===== src/rtl/fifo_stream_reader_if.sv =====
// Bundle between the fifo read port, the stream reader and its downstream consumer.
// master = the reader; slave = whatever drives the fifo flags and the ready.
interface fifo_stream_reader_if #(
    parameter int DATA_WIDTH = 2,
    parameter int CNT_WIDTH  = 16
);
    logic                  fifo_empty;
    logic [DATA_WIDTH-1:0] fifo_data;
    logic                  fifo_rd;
    logic                  m_valid;
    logic                  m_ready;
    logic [DATA_WIDTH-1:0] m_data;
    logic [1:0]            buf_count;
    logic [CNT_WIDTH-1:0]  word_count;

    modport master (
        input  fifo_empty, fifo_data, m_ready,
        output fifo_rd, m_valid, m_data, buf_count, word_count
    );

    modport slave (
        output fifo_empty, fifo_data, m_ready,
        input  fifo_rd, m_valid, m_data, buf_count, word_count
    );
endinterface


===== src/rtl/fifo_stream_reader.sv =====
// Pops the fifo and presents words on a valid/ready stream through a 3-entry skid buffer.
// Latency: first word on m_data 2 cycles after fifo_empty falls; sustains 1 word/cycle.
// Backpressure: m_ready low holds m_data/m_valid; reads stop once held + in-flight words reach 3.
module fifo_stream_reader #(
    parameter int DATA_WIDTH = 2,
    parameter int CNT_WIDTH  = 16
) (
    input logic                  clk,
    input logic                  rst,
    fifo_stream_reader_if.master bus
);
    logic [DATA_WIDTH-1:0] mem [3];
    logic [1:0]            head;
    logic [1:0]            tail;
    logic [1:0]            occ;
    logic                  pend;
    logic [CNT_WIDTH-1:0]  cnt;
    logic [2:0]            credit_used;
    logic                  push;
    logic                  pop;

    function automatic logic [1:0] ptr_inc(input logic [1:0] p);
        return (p == 2'd2) ? 2'd0 : p + 2'd1;
    endfunction

    // Each word in flight already owns a slot, so fifo_rd never looks at m_ready.
    assign credit_used    = {1'b0, occ} + {2'b00, pend};
    assign bus.fifo_rd    = !rst && !bus.fifo_empty && (credit_used < 3'd3);

    assign push           = pend;
    assign pop            = bus.m_valid && bus.m_ready;

    assign bus.m_valid    = (occ != 2'd0);
    assign bus.m_data     = mem[head];
    assign bus.buf_count  = occ;
    assign bus.word_count = cnt;

    always_ff @(posedge clk or posedge rst) begin
        if (rst) begin
            for (int i = 0; i < 3; i++) begin
                mem[i] <= '0;
            end
            head <= 2'd0;
            tail <= 2'd0;
            occ  <= 2'd0;
            pend <= 1'b0;
            cnt  <= '0;
        end else begin
            pend <= bus.fifo_rd;
            if (push) begin
                mem[tail] <= bus.fifo_data;
                tail      <= ptr_inc(tail);
            end
            if (pop) begin
                head <= ptr_inc(head);
                cnt  <= cnt + CNT_WIDTH'(1);
            end
            case ({push, pop})
                2'b10:   occ <= occ + 2'd1;
                2'b01:   occ <= occ - 2'd1;
                default: occ <= occ;
            endcase
        end
    end

    // A capture into a full buffer would mean the credit rule above is broken.
    assert property (@(posedge clk) disable iff (rst) !(push && occ == 2'd3));

endmodule


===== src/flat_wrapper.sv =====
// flat-port wrapper written by rule: the top's interface ports become plain ports
module fifo_stream_reader_flat 
#(
    parameter int DATA_WIDTH = 2,
    parameter int CNT_WIDTH  = 16
)
  (clk, rst, bus_fifo_empty, bus_fifo_data, bus_m_ready, bus_fifo_rd, bus_m_valid, bus_m_data, bus_buf_count, bus_word_count);
  fifo_stream_reader_if #(.DATA_WIDTH(DATA_WIDTH), .CNT_WIDTH(CNT_WIDTH)) bus_i ();
  input logic clk;
  input logic rst;
  input wire logic [$bits(bus_i.fifo_empty)-1:0] bus_fifo_empty;
  input wire logic [$bits(bus_i.fifo_data)-1:0] bus_fifo_data;
  input wire logic [$bits(bus_i.m_ready)-1:0] bus_m_ready;
  output wire logic [$bits(bus_i.fifo_rd)-1:0] bus_fifo_rd;
  output wire logic [$bits(bus_i.m_valid)-1:0] bus_m_valid;
  output wire logic [$bits(bus_i.m_data)-1:0] bus_m_data;
  output wire logic [$bits(bus_i.buf_count)-1:0] bus_buf_count;
  output wire logic [$bits(bus_i.word_count)-1:0] bus_word_count;
  assign bus_i.fifo_empty = bus_fifo_empty;
  assign bus_i.fifo_data = bus_fifo_data;
  assign bus_i.m_ready = bus_m_ready;
  assign bus_fifo_rd = bus_i.fifo_rd;
  assign bus_m_valid = bus_i.m_valid;
  assign bus_m_data = bus_i.m_data;
  assign bus_buf_count = bus_i.buf_count;
  assign bus_word_count = bus_i.word_count;
  fifo_stream_reader #(.DATA_WIDTH(DATA_WIDTH), .CNT_WIDTH(CNT_WIDTH)) u_core (.clk(clk), .rst(rst), .bus(bus_i));
endmodule

===== config.mk =====
export PLATFORM = sky130hd
export DESIGN_NAME = fifo_stream_reader_flat
export DESIGN_NICKNAME = d
export VERILOG_FILES = /design/src/rtl/fifo_stream_reader_if.sv /design/src/rtl/fifo_stream_reader.sv /design/src/flat_wrapper.sv
export SDC_FILE = /design/constraint.sdc
export NUM_CORES = 1
export LEC_CHECK = 0
export ABC_AREA = 1
export CORE_AREA = 2 2 57 59
export CTS_BUF_LIST = sky130_fd_sc_hd__clkbuf_8 sky130_fd_sc_hd__clkbuf_16
export DETAILED_ROUTE_END_ITERATION = 16
export DIE_AREA = 0 0 59 61
export GPL_TIMING_DRIVEN = 1
export PLACE_DENSITY = 0.77
export SYNTH_ARGS = -nofsm -noshare
export SYNTH_HDL_FRONTEND = slang
export SYNTH_SLANG_ARGS = --single-unit

===== constraint.sdc =====
create_clock -name clk -period 2.05 [get_ports clk]
set_input_delay 0.5125 -clock clk [delete_from_list [all_inputs] [get_ports clk]]
set_output_delay 0.5125 -clock clk [all_outputs]
set_load 0.05 [all_outputs]

==> results of run 1 <==
-- worst max-delay path, stage by stage (launching register included) --
cell and delay [ps]:
dfrtp_2 430, ha_4 170, ha_4 200, a21oi_2 100, nor3b_4 250, buf_12 170
-- final cells by class --
class                      count  area, µm²  area share (%)
inverter                      24       90.1            4.70
clock inverter                 3       17.5           0.914
clock buffer                   5       68.8            3.59
sequential                    29        727            37.9
tap                           33       41.3            2.15
timing repair buffer          34        320            16.7
multi-input combinational    119        652            34.0
-- through the flow --
step                power, mW  hold slack (ps)
finish                   2.82              479
global route             3.00              478
CTS                      2.80              463
detailed placement       2.31              477
global placement         2.26              471
floorplan                1.79              448
-- routing by layer --
| layer | routed length, µm | global-route usage (%) |
|---|---|---|
| met1 | 1260 | 22.5 |
| met5 | 0 | 0 |
| met2 | 1480 | 31.7 |
| met4 | 62 | 11.4 |
| met3 | 110 | 3.84 |
-- registers in the layout (all words and copies together), names as in the netlist --
| register | count |
|---|---|
| u_core.mem | 6 |
| u_core.head | 2 |
| u_core.bus.word_count | 16 |
| u_core.bus.buf_count | 2 |
| u_core.tail | 2 |
| u_core.pend | 1 |
-- cells by family (layout without fill, tap and decap cells) --
logic type               after synthesis  in the layout  synth area share, %
AND/OR/NAND/NOR                       84             84                 25.7
adder cells (fa/ha/maj)                4              4                 3.49
XOR/XNOR                               9              9                 5.50
buffers and inverters                 25             66                 6.81
AO/OA/AOI/OAI                         22             22                 7.86
flip-flops                            29             29                 50.7
-- repair_timing --
action	CTS	global route
setup buffers	1	2
hold buffers	0	0
setup endpoints to repair	1	1
resized for setup	2	2
pin swaps	2	1
-- cell usage after synthesis (all sizes together) (2+ instances only) --
library cell | instances | share of area [%]
a21oi | 2 | 0.70
dfrtp | 29 | 51
ha | 4 | 3.5
inv | 24 | 6.3
nand2 | 47 | 12
nand3 | 12 | 4.2
nand3b | 2 | 1.0
nand4 | 3 | 1.3
nor2 | 18 | 5.8
o21ai | 19 | 6.6
xnor2 | 6 | 3.7
xor2 | 3 | 1.8
-- worst paths after layout --
path,endpoint,slack (ps),cells past startpoint
max,bus_fifo_rd,-70,5
min,u_core.bus.buf_count[0],480,2
max reg2reg,u_core.bus.buf_count[1],300,8
min reg2reg,u_core.mem[4],490,2
max in group asynchronous,u_core.bus.word_count[2],1040,3
min in group clk,u_core.mem[4],490,2
-- power by group through the flow --
stage / logic [mW] / registers, mW / clock network, mW
2_1_floorplan: 0.607 / 1.18 / 0
3_3_place_gp: 1.34 / 0.919 / 0
3_5_place_dp: 1.38 / 0.930 / 0
4_1_cts: 1.41 / 0.925 / 0.467
5_1_grt: 1.54 / 0.967 / 0.487
6_report: 1.43 / 0.935 / 0.455
==> reports/qor.csv, run 1 <==
metric;value;unit
status;finished with violations;
violations in the final reports;setup timing;
routability congestion estimate;0.838;
logic gate share of total power;50.7;%
Vias;1229;
Yosys warnings;0;
Die Wd;59;µm
worst vdd ir;0.950;mV
clock network power share;16.1;%
Synth Instances;173;
Iter 0 DRT Violations;45;
NetSw;1.25;mW
CTS H-tree depth;2;
CTS tree;done;
pre-CTS setup slack;75.3;ps
DIE HEIGHT;61;µm
WL per Instance;11.8;µm
filler instances;249;
GRT Total Usage;18.9;%
Post-synth ARST share;100;%
CP Max Fanout;2;
ys flop type;dfrtp_1;
Flop pwr share;33.2;%
DR pass1 iterations;4;
crit path kind;register to output pin;
Fin Setup TNS;-67.7;ps
nets;223;
CP Data Required Time;1540;ps
vias in the first global route;1234;
share of layout cells above drive strength 1;22.0;%
clk buf depth;2;
syn avg cell area;8.28;µm²
most common cell after layout, fill and taps aside;nand2_1;
area grow syn2layout;33.8;%
RSZ-0062 raised after global routing;yes;
max cap viols;0;
critical path startpoint;u_core.bus.buf_count[0];
Reg-to-Reg Start;u_core.bus.buf_count[0];
Worst Hold Class;input pin to asynchronous set/reset pin;
clk_lat worst skew;280;ps
syn_nets;183;
remaining antenna violation count after routing;0;
clock-pin slew on the worst setup and hold paths;70;ps
GRT overflow;0;
Initial Utilization;48.5;%
post-synthesis sequential area ratio;50.7;%
Post-synth EDFFs;0;
Layout Skew;8.22;ps
Internal;1.57;mW
non-filler cells, final;247;
Root Driver;clkbuf_8;
number of antenna diodes;0;
Distinct cells, synth;20;
Setup violations, final;1;
worst slew margin relative to its limit;67.3;%
final WL;2.91;mm
worst setup margin;-67.7;ps
initial antenna violation count;0;
Row Count;20;
most frequent cells in the layout;46 x nand2_1, 28 x dfrtp_1, 24 x inv_1, 24 x buf_4, 16 x o21ai_0;
Max Slew Vio Count;0;
placed cell area;0.00178;mm²
power density of the placed cells;1470;mW/mm²
Die Area;0.00360;mm²
Final Hold Viols;0;
fin crit share;103;%
Critical Path AT;1610;ps
# IOs;28;
first-pass GRT wire length;5.02;mm
pin count of the biggest net entering global routing;29;
CP Launch Type;register;
Crit. End Element;output pin;
post-layout util;64.9;%
post-route cell area;0.00192;mm²
total leakage power;0.943;nW
Remaining DRCs;0;
vias per cell;4.98;
Synth Cell Area;0.00143;mm²
Final Critical Period;2120;ps
CTS sink cnt;29;
HPWL after detailed placement;2.24;mm
total CTS buffers;5;
measured slew at the worst slew-check pin;489;ps
I/O Buffers;27;
placed insts;236;
fmax;472;MHz
Yosys reg bits;29;
switch share;44.5;%
Core ar.;0.00295;mm²
No activity file was read; power rests on OpenSTA's default activity.
==> run 2, diff against run 1 <==
==> constraint.sdc (replaced) <==
create_clock -name clk -period 2.6 [get_ports clk]
set_input_delay 0.65 -clock clk [delete_from_list [all_inputs] [get_ports clk]]
set_output_delay 0.65 -clock clk [all_outputs]
set_load 0.05 [all_outputs]
==> reports/qor.csv, run 2 (synthesis gave the netlist of run 1 again) <==
metric;value;unit;change
status;completed;;was finished with violations
worst vdd ir;0.585;mV;was 0.950 mV
I/O Buffers;27;;unchanged
share of layout cells above drive strength 1;8.13;%;was 22.0%
routability congestion estimate;0.863;;was 0.838
vias per cell;5.12;;was 4.98
CTS sink cnt;29;;unchanged
DR pass1 iterations;4;;unchanged
Tot Pwr;2.27;mW;was 2.82 mW
FF-to-FF End;u_core.bus.buf_count[1];;unchanged
Final Critical Period;2470;ps;
CP Data Required Time;1950;ps;was 1540 ps
worst slew margin relative to its limit;66.5;%;was 67.3%
fmax;405;MHz;
pin count of the biggest net entering global routing;30;;was 29
total CTS buffers;5;;unchanged
GRT Total Usage;19.9;%;was 18.9%
hold path start;u_core.mem[0];;
Hold Path Stages;2;;
Final Hold Viols;0;;unchanged
Worst Hold End;u_core.mem[0];;
critical path startpoint;u_core.bus.buf_count[0];;unchanged
Setup violations, final;0;;was 1
nets;218;;was 223
CTS tree;done;;unchanged
Critical Path AT;1820;ps;was 1610 ps
Post-CTS Setup Bufs;0;;was 1
clock-pin slew on the worst setup and hold paths;70;ps;about the same
total leakage power;0.919;nW;was 0.943 nW
Die Wd;59;µm;unchanged
power density of the placed cells;1190;mW/mm²;was 1470 mW/mm²
Vias;1240;;was 1229
measured slew at the worst slew-check pin;501;ps;was 489 ps
filler instances;267;;was 249
WL per Instance;12.7;µm;was 11.8 µm
post-route cell area;0.00191;mm²;was 0.00192 mm²
WHS;495;ps;was 479 ps
# IOs;28;;unchanged
Reg-to-Reg Start;u_core.bus.buf_count[0];;unchanged
fin crit share;95.1;%;
post-layout util;64.6;%;was 64.9%
clk buf depth;2;;unchanged
most frequent cells in the layout;46 x nand2_1, 29 x dfrtp_1, 24 x inv_1, 24 x clkdlybuf4s50_1, 18 x o21ai_0;;was 46 x nand2_1, 28 x dfrtp_1, 24 x inv_1, 24 x buf_4, 16 x o21ai_0
CP Launch Type;register;;unchanged
remaining antenna violation count after routing;0;;unchanged
Crit. End Element;output pin;;unchanged
GRT overflow;0;;unchanged
Die Area;0.00360;mm²;unchanged
Root Driver;clkbuf_8;;unchanged
initial antenna violation count;0;;unchanged
reg2reg path depth;6;;was 8
DIE HEIGHT;61;µm;unchanged
Largest register FFs;16;;unchanged
Worst R2R Setup Slack;980;ps;was 300 ps
Initial Utilization;48.5;%;unchanged
CTS H-tree depth;2;;unchanged
HPWL after detailed placement;2.27;mm;was 2.24 mm
Worst Hold Class;register to register;;was input pin to asynchronous set/reset pin
crit path kind;register to output pin;;unchanged
Remaining DRCs;0;;unchanged
final WL;3.06;mm;was 2.91 mm
max cap viols;0;;unchanged
Iter 0 DRT Violations;33;;was 45
Core ar.;0.00295;mm²;unchanged
area grow syn2layout;33.2;%;was 33.8%
vias in the first global route;1213;;was 1234
Fin Setup TNS;0;ps;was -67.7 ps
Layout Skew;5.51;ps;was 8.22 ps
Max Slew Vio Count;0;;unchanged
clk_lat worst skew;290;ps;was 280 ps
first-pass GRT wire length;5.16;mm;was 5.02 mm
most common cell after layout, fill and taps aside;nand2_1;;unchanged
RSZ-0062 raised after global routing;no;;was yes
number of antenna diodes;0;;unchanged
CP Max Fanout;7;;was 2
Row Count;20;;unchanged
placed cell area;0.00177;mm²;was 0.00178 mm²
-- run 2: changes by cell type in the layout (fill, tap and decap cells not counted), moves of 2 or more --
| cell | previous run | this run |
|---|---|---|
| buf_12 | 4 | 1 |
| buf_4 | 24 | 2 |
| bufinv_16 | 0 | 2 |
| clkdlybuf4s50_1 | 6 | 24 |
| ha_1 | 2 | 4 |
| ha_4 | 2 | 0 |
| o21ai_0 | 16 | 18 |
| o21ai_1 | 3 | 1 |
-- run 2: worst max-delay path by stage --
stage	to	slack (ps)	cells after the start
6_report	bus_fifo_rd	130	5
5_1_grt	bus_fifo_rd	20	5
3_5_place_dp	bus_m_data[0]	270	4
2_1_floorplan	bus_fifo_rd	140	4
4_1_cts	bus_m_data[1]	30	4
3_3_place_gp	bus_m_data[1]	410	4
-- run 2: per-layer routing --
layer  share of wire (%)  track usage [%]  vias to the layer above
li1                    -                -                      618
met1                  45             22.3                      584
met2                  48             33.0                       28
met3                 3.9             6.61                       10
met4                 3.1             12.0                        0
met5                   0                0                        -
-- run 2: area by class of cell --
cell class,instances,area [µm²],share of cell area [%]
clock buffer,5,68.8,3.61
clock inverter,3,65.1,3.41
inverter,24,90.1,4.72
multi-input combinational,119,621,32.5
sequential,29,726,38.0
tap,33,41.3,2.16
timing repair buffer,29,297,15.5
-- run 2: critical path, stage by stage (launching register included) --
cell	delay (ps)
dfrtp_1	460
ha_1	240
ha_1	270
a21oi_1	150
nor3b_4	260
buf_12	170
-- run 2: repair_timing --
action / in CTS / in global routing
hold buffers: 0 / 0
endpoints found under the hold margin: 0 / 0
endpoints found under the setup margin: 1 / 1
resized for setup: 1 / 1
-- run 2: report_power, final --
| part | total, mW | leakage (nW) | switching [mW] | internal, mW |
|---|---|---|---|---|
| combinational | 0.970 | 0.493 | 0.632 | 0.338 |
| sequential | 0.741 | 0.358 | 0.144 | 0.596 |
| clock | 0.561 | 0.0681 | 0.180 | 0.380 |
-- run 2: stage by stage --
step	setup WS (ps)	std cells
final	128	242
after global routing	16.6	242
after CTS	34.8	242
after detailed placement	273	234
after floorplan	139	173
after global placement	413	234
==> run 3, diff against run 2 <==
--- a/config.mk
+++ b/config.mk
@@ -8,10 +8,12 @@
 export ABC_AREA = 1
 export CORE_AREA = 2 2 57 59
 export CTS_BUF_LIST = sky130_fd_sc_hd__clkbuf_8 sky130_fd_sc_hd__clkbuf_16
+export CTS_CLUSTER_DIAMETER = 150
 export DETAILED_ROUTE_END_ITERATION = 16
 export DIE_AREA = 0 0 59 61
 export GPL_TIMING_DRIVEN = 1
 export PLACE_DENSITY = 0.77
+export SETUP_SLACK_MARGIN = 0.3
 export SYNTH_ARGS = -nofsm -noshare
 export SYNTH_HDL_FRONTEND = slang
 export SYNTH_SLANG_ARGS = --single-unit
==> reports/qor.csv, run 3 (synthesis gave the netlist of run 1 again) <==
metric;value;unit;change
post-route cell area;0.00193;mm²;was 0.00191 mm²
pin count of the biggest net entering global routing;30;;unchanged
Critical Path Most Common Cell;ha_4;;was ha_1
Die Area;0.00360;mm²;unchanged
CP Max Fanout;3;;was 7
Layout Skew;7.51;ps;was 5.51 ps
Die Wd;59;µm;unchanged
WL per Instance;12.1;µm;was 12.7 µm
HPWL after detailed placement;2.12;mm;was 2.27 mm
number of antenna diodes;0;;unchanged
CP Data Required Time;1950;ps;about the same
share of layout cells above drive strength 1;11.7;%;was 8.13%
GRT Total Usage;19.2;%;was 19.9%
max cap viols;0;;unchanged
Worst R2R Setup Slack;890;ps;was 980 ps
GRT overflow;0;;unchanged
Iter 0 DRT Violations;53;;was 33
Worst Hold Class;register to register;;unchanged
CP Cell Sequence;ha_4, ha_4, a21oi_2, nor3b_4, buf_12;;was ha_1, ha_1, a21oi_1, nor3b_4, buf_12
most common cell after layout, fill and taps aside;nand2_1;;unchanged
Row Count;20;;unchanged
Hold Path Stages;2;;unchanged
Root Driver;clkbuf_8;;unchanged
Remaining DRCs;0;;unchanged
critical path startpoint;u_core.bus.buf_count[0];;unchanged
area grow syn2layout;34.8;%;was 33.2%
remaining antenna violation count after routing;0;;unchanged
final WL;3.00;mm;was 3.06 mm
nets;223;;was 218
slowest stage cell, crit path;dfrtp_2;;was dfrtp_1
DIE HEIGHT;61;µm;unchanged
# IOs;28;;unchanged
reg2reg path depth;7;;was 6
status;completed;;unchanged
CTS tree;done;;unchanged
Worst Setup EP;bus_fifo_rd;;unchanged
I/O Buffers;27;;unchanged
Vias;1238;;was 1240
clk_lat worst skew;280;ps;was 290 ps
Critical Path AT;1650;ps;was 1820 ps
worst vdd ir;0.648;mV;was 0.585 mV
first-pass GRT wire length;5.07;mm;was 5.16 mm
clk buf depth;2;;unchanged
crit path kind;register to output pin;;unchanged
total CTS buffers;5;;unchanged
RSZ-0062 raised after global routing;yes;;was no
Reg-to-Reg Start;u_core.bus.buf_count[0];;unchanged
fin crit share;88.4;%;was 95.1%
most frequent cells in the layout;46 x nand2_1, 27 x dfrtp_1, 26 x inv_1;;was 46 x nand2_1, 29 x dfrtp_1, 24 x inv_1, 24 x clkdlybuf4s50_1, 18 x o21ai_0
Final Hold Viols;0;;unchanged
vias in the first global route;1112;;was 1213
Crit. End Element;output pin;;unchanged
DR pass1 iterations;5;;was 4
Final Critical Period;2300;ps;was 2470 ps
Setup violations, final;0;;unchanged
clock-pin slew on the worst setup and hold paths;60;ps;was 70 ps
Initial Utilization;48.5;%;unchanged
CTS H-tree depth;2;;unchanged
Max Slew Vio Count;0;;unchanged
FF-to-FF End;u_core.bus.buf_count[1];;unchanged
power density of the placed cells;1110;mW/mm²;was 1190 mW/mm²
CP Launch Type;register;;unchanged
routability congestion estimate;0.845;;was 0.863
Largest register FFs;16;;unchanged
CP max stage delay;430;ps;was 460 ps
Core ar.;0.00295;mm²;unchanged
initial antenna violation count;0;;unchanged
placed cell area;0.00178;mm²;was 0.00177 mm²
vias per cell;5.01;;was 5.12
CTS sink cnt;29;;unchanged
measured slew at the worst slew-check pin;528;ps;was 501 ps
Fin Setup TNS;0;ps;unchanged
fmax;435;MHz;was 405 MHz
worst slew margin relative to its limit;64.7;%;was 66.5%
total leakage power;0.914;nW;was 0.919 nW
## run 3: power breakdown
group	switching, mW	total (mW)	internal, mW
clock	0.163	0.370	0.207
combinational	0.655	1.04	0.387
sequential	0.138	0.737	0.599
total	0.956	2.15	1.19
## run 3: layout make-up
cell class,instances,area (µm²)
Fill cell,232,1020
Clock buffer,6,82.6
Multi-Input combinational cell,119,649
Inverter,24,90.1
Tap cell,33,41.3
Clock inverter,2,7.51
Sequential cell,29,728
Timing Repair Buffer,34,332
## run 3: what timing repair did
action                     CTS  global route
setup endpoints to repair    4             4
buffers inserted             3             2
pin swaps                    2             1
gates resized for setup      6             3
hold buffers                 0             0
## run 3: stage by stage
stage	setup WS, ps	std cells	util, %	hold WS [ps]	power, mW
2_1_floorplan	288	173	-	448	1.41
3_3_place_gp	391	234	60.2	465	1.69
3_5_place_dp	372	234	60.2	475	1.72
4_1_cts	242	245	64.4	489	2.12
5_1_grt	236	247	65.4	510	2.28
6_report	303	247	65.4	487	2.15
## run 3: per-layer routing
metal	vias up	GRT usage (%)	share of wire (%)
met1	576	24.9	47
met4	0	7.79	1.9
met3	5	6.40	4.0
met5	-	0	0
met2	29	29.8	47
li1	628	-	-
## run 3: how the worst min path moves through the flow
stage / to / slack (ps) / start
2_1_floorplan: u_core.mem[0] / 450 / u_core.mem[0]
3_3_place_gp: u_core.mem[1] / 470 / u_core.mem[1]
3_5_place_dp: u_core.mem[2] / 470 / u_core.mem[2]
4_1_cts: u_core.mem[2] / 490 / u_core.mem[2]
5_1_grt: u_core.bus.word_count[15] / 510 / u_core.bus.word_count[15]
6_report: u_core.mem[4] / 490 / u_core.mem[4]
## run 3: critical path, delay by kind of cell (launching register included)
kind | cells | cell delay, ps
buffers and inverters | 1 | 170
AO/OA/AOI/OAI | 1 | 130
AND/OR/NAND/NOR | 1 | 250
flip-flops | 1 | 430
adder cells (fa/ha/maj) | 2 | 380
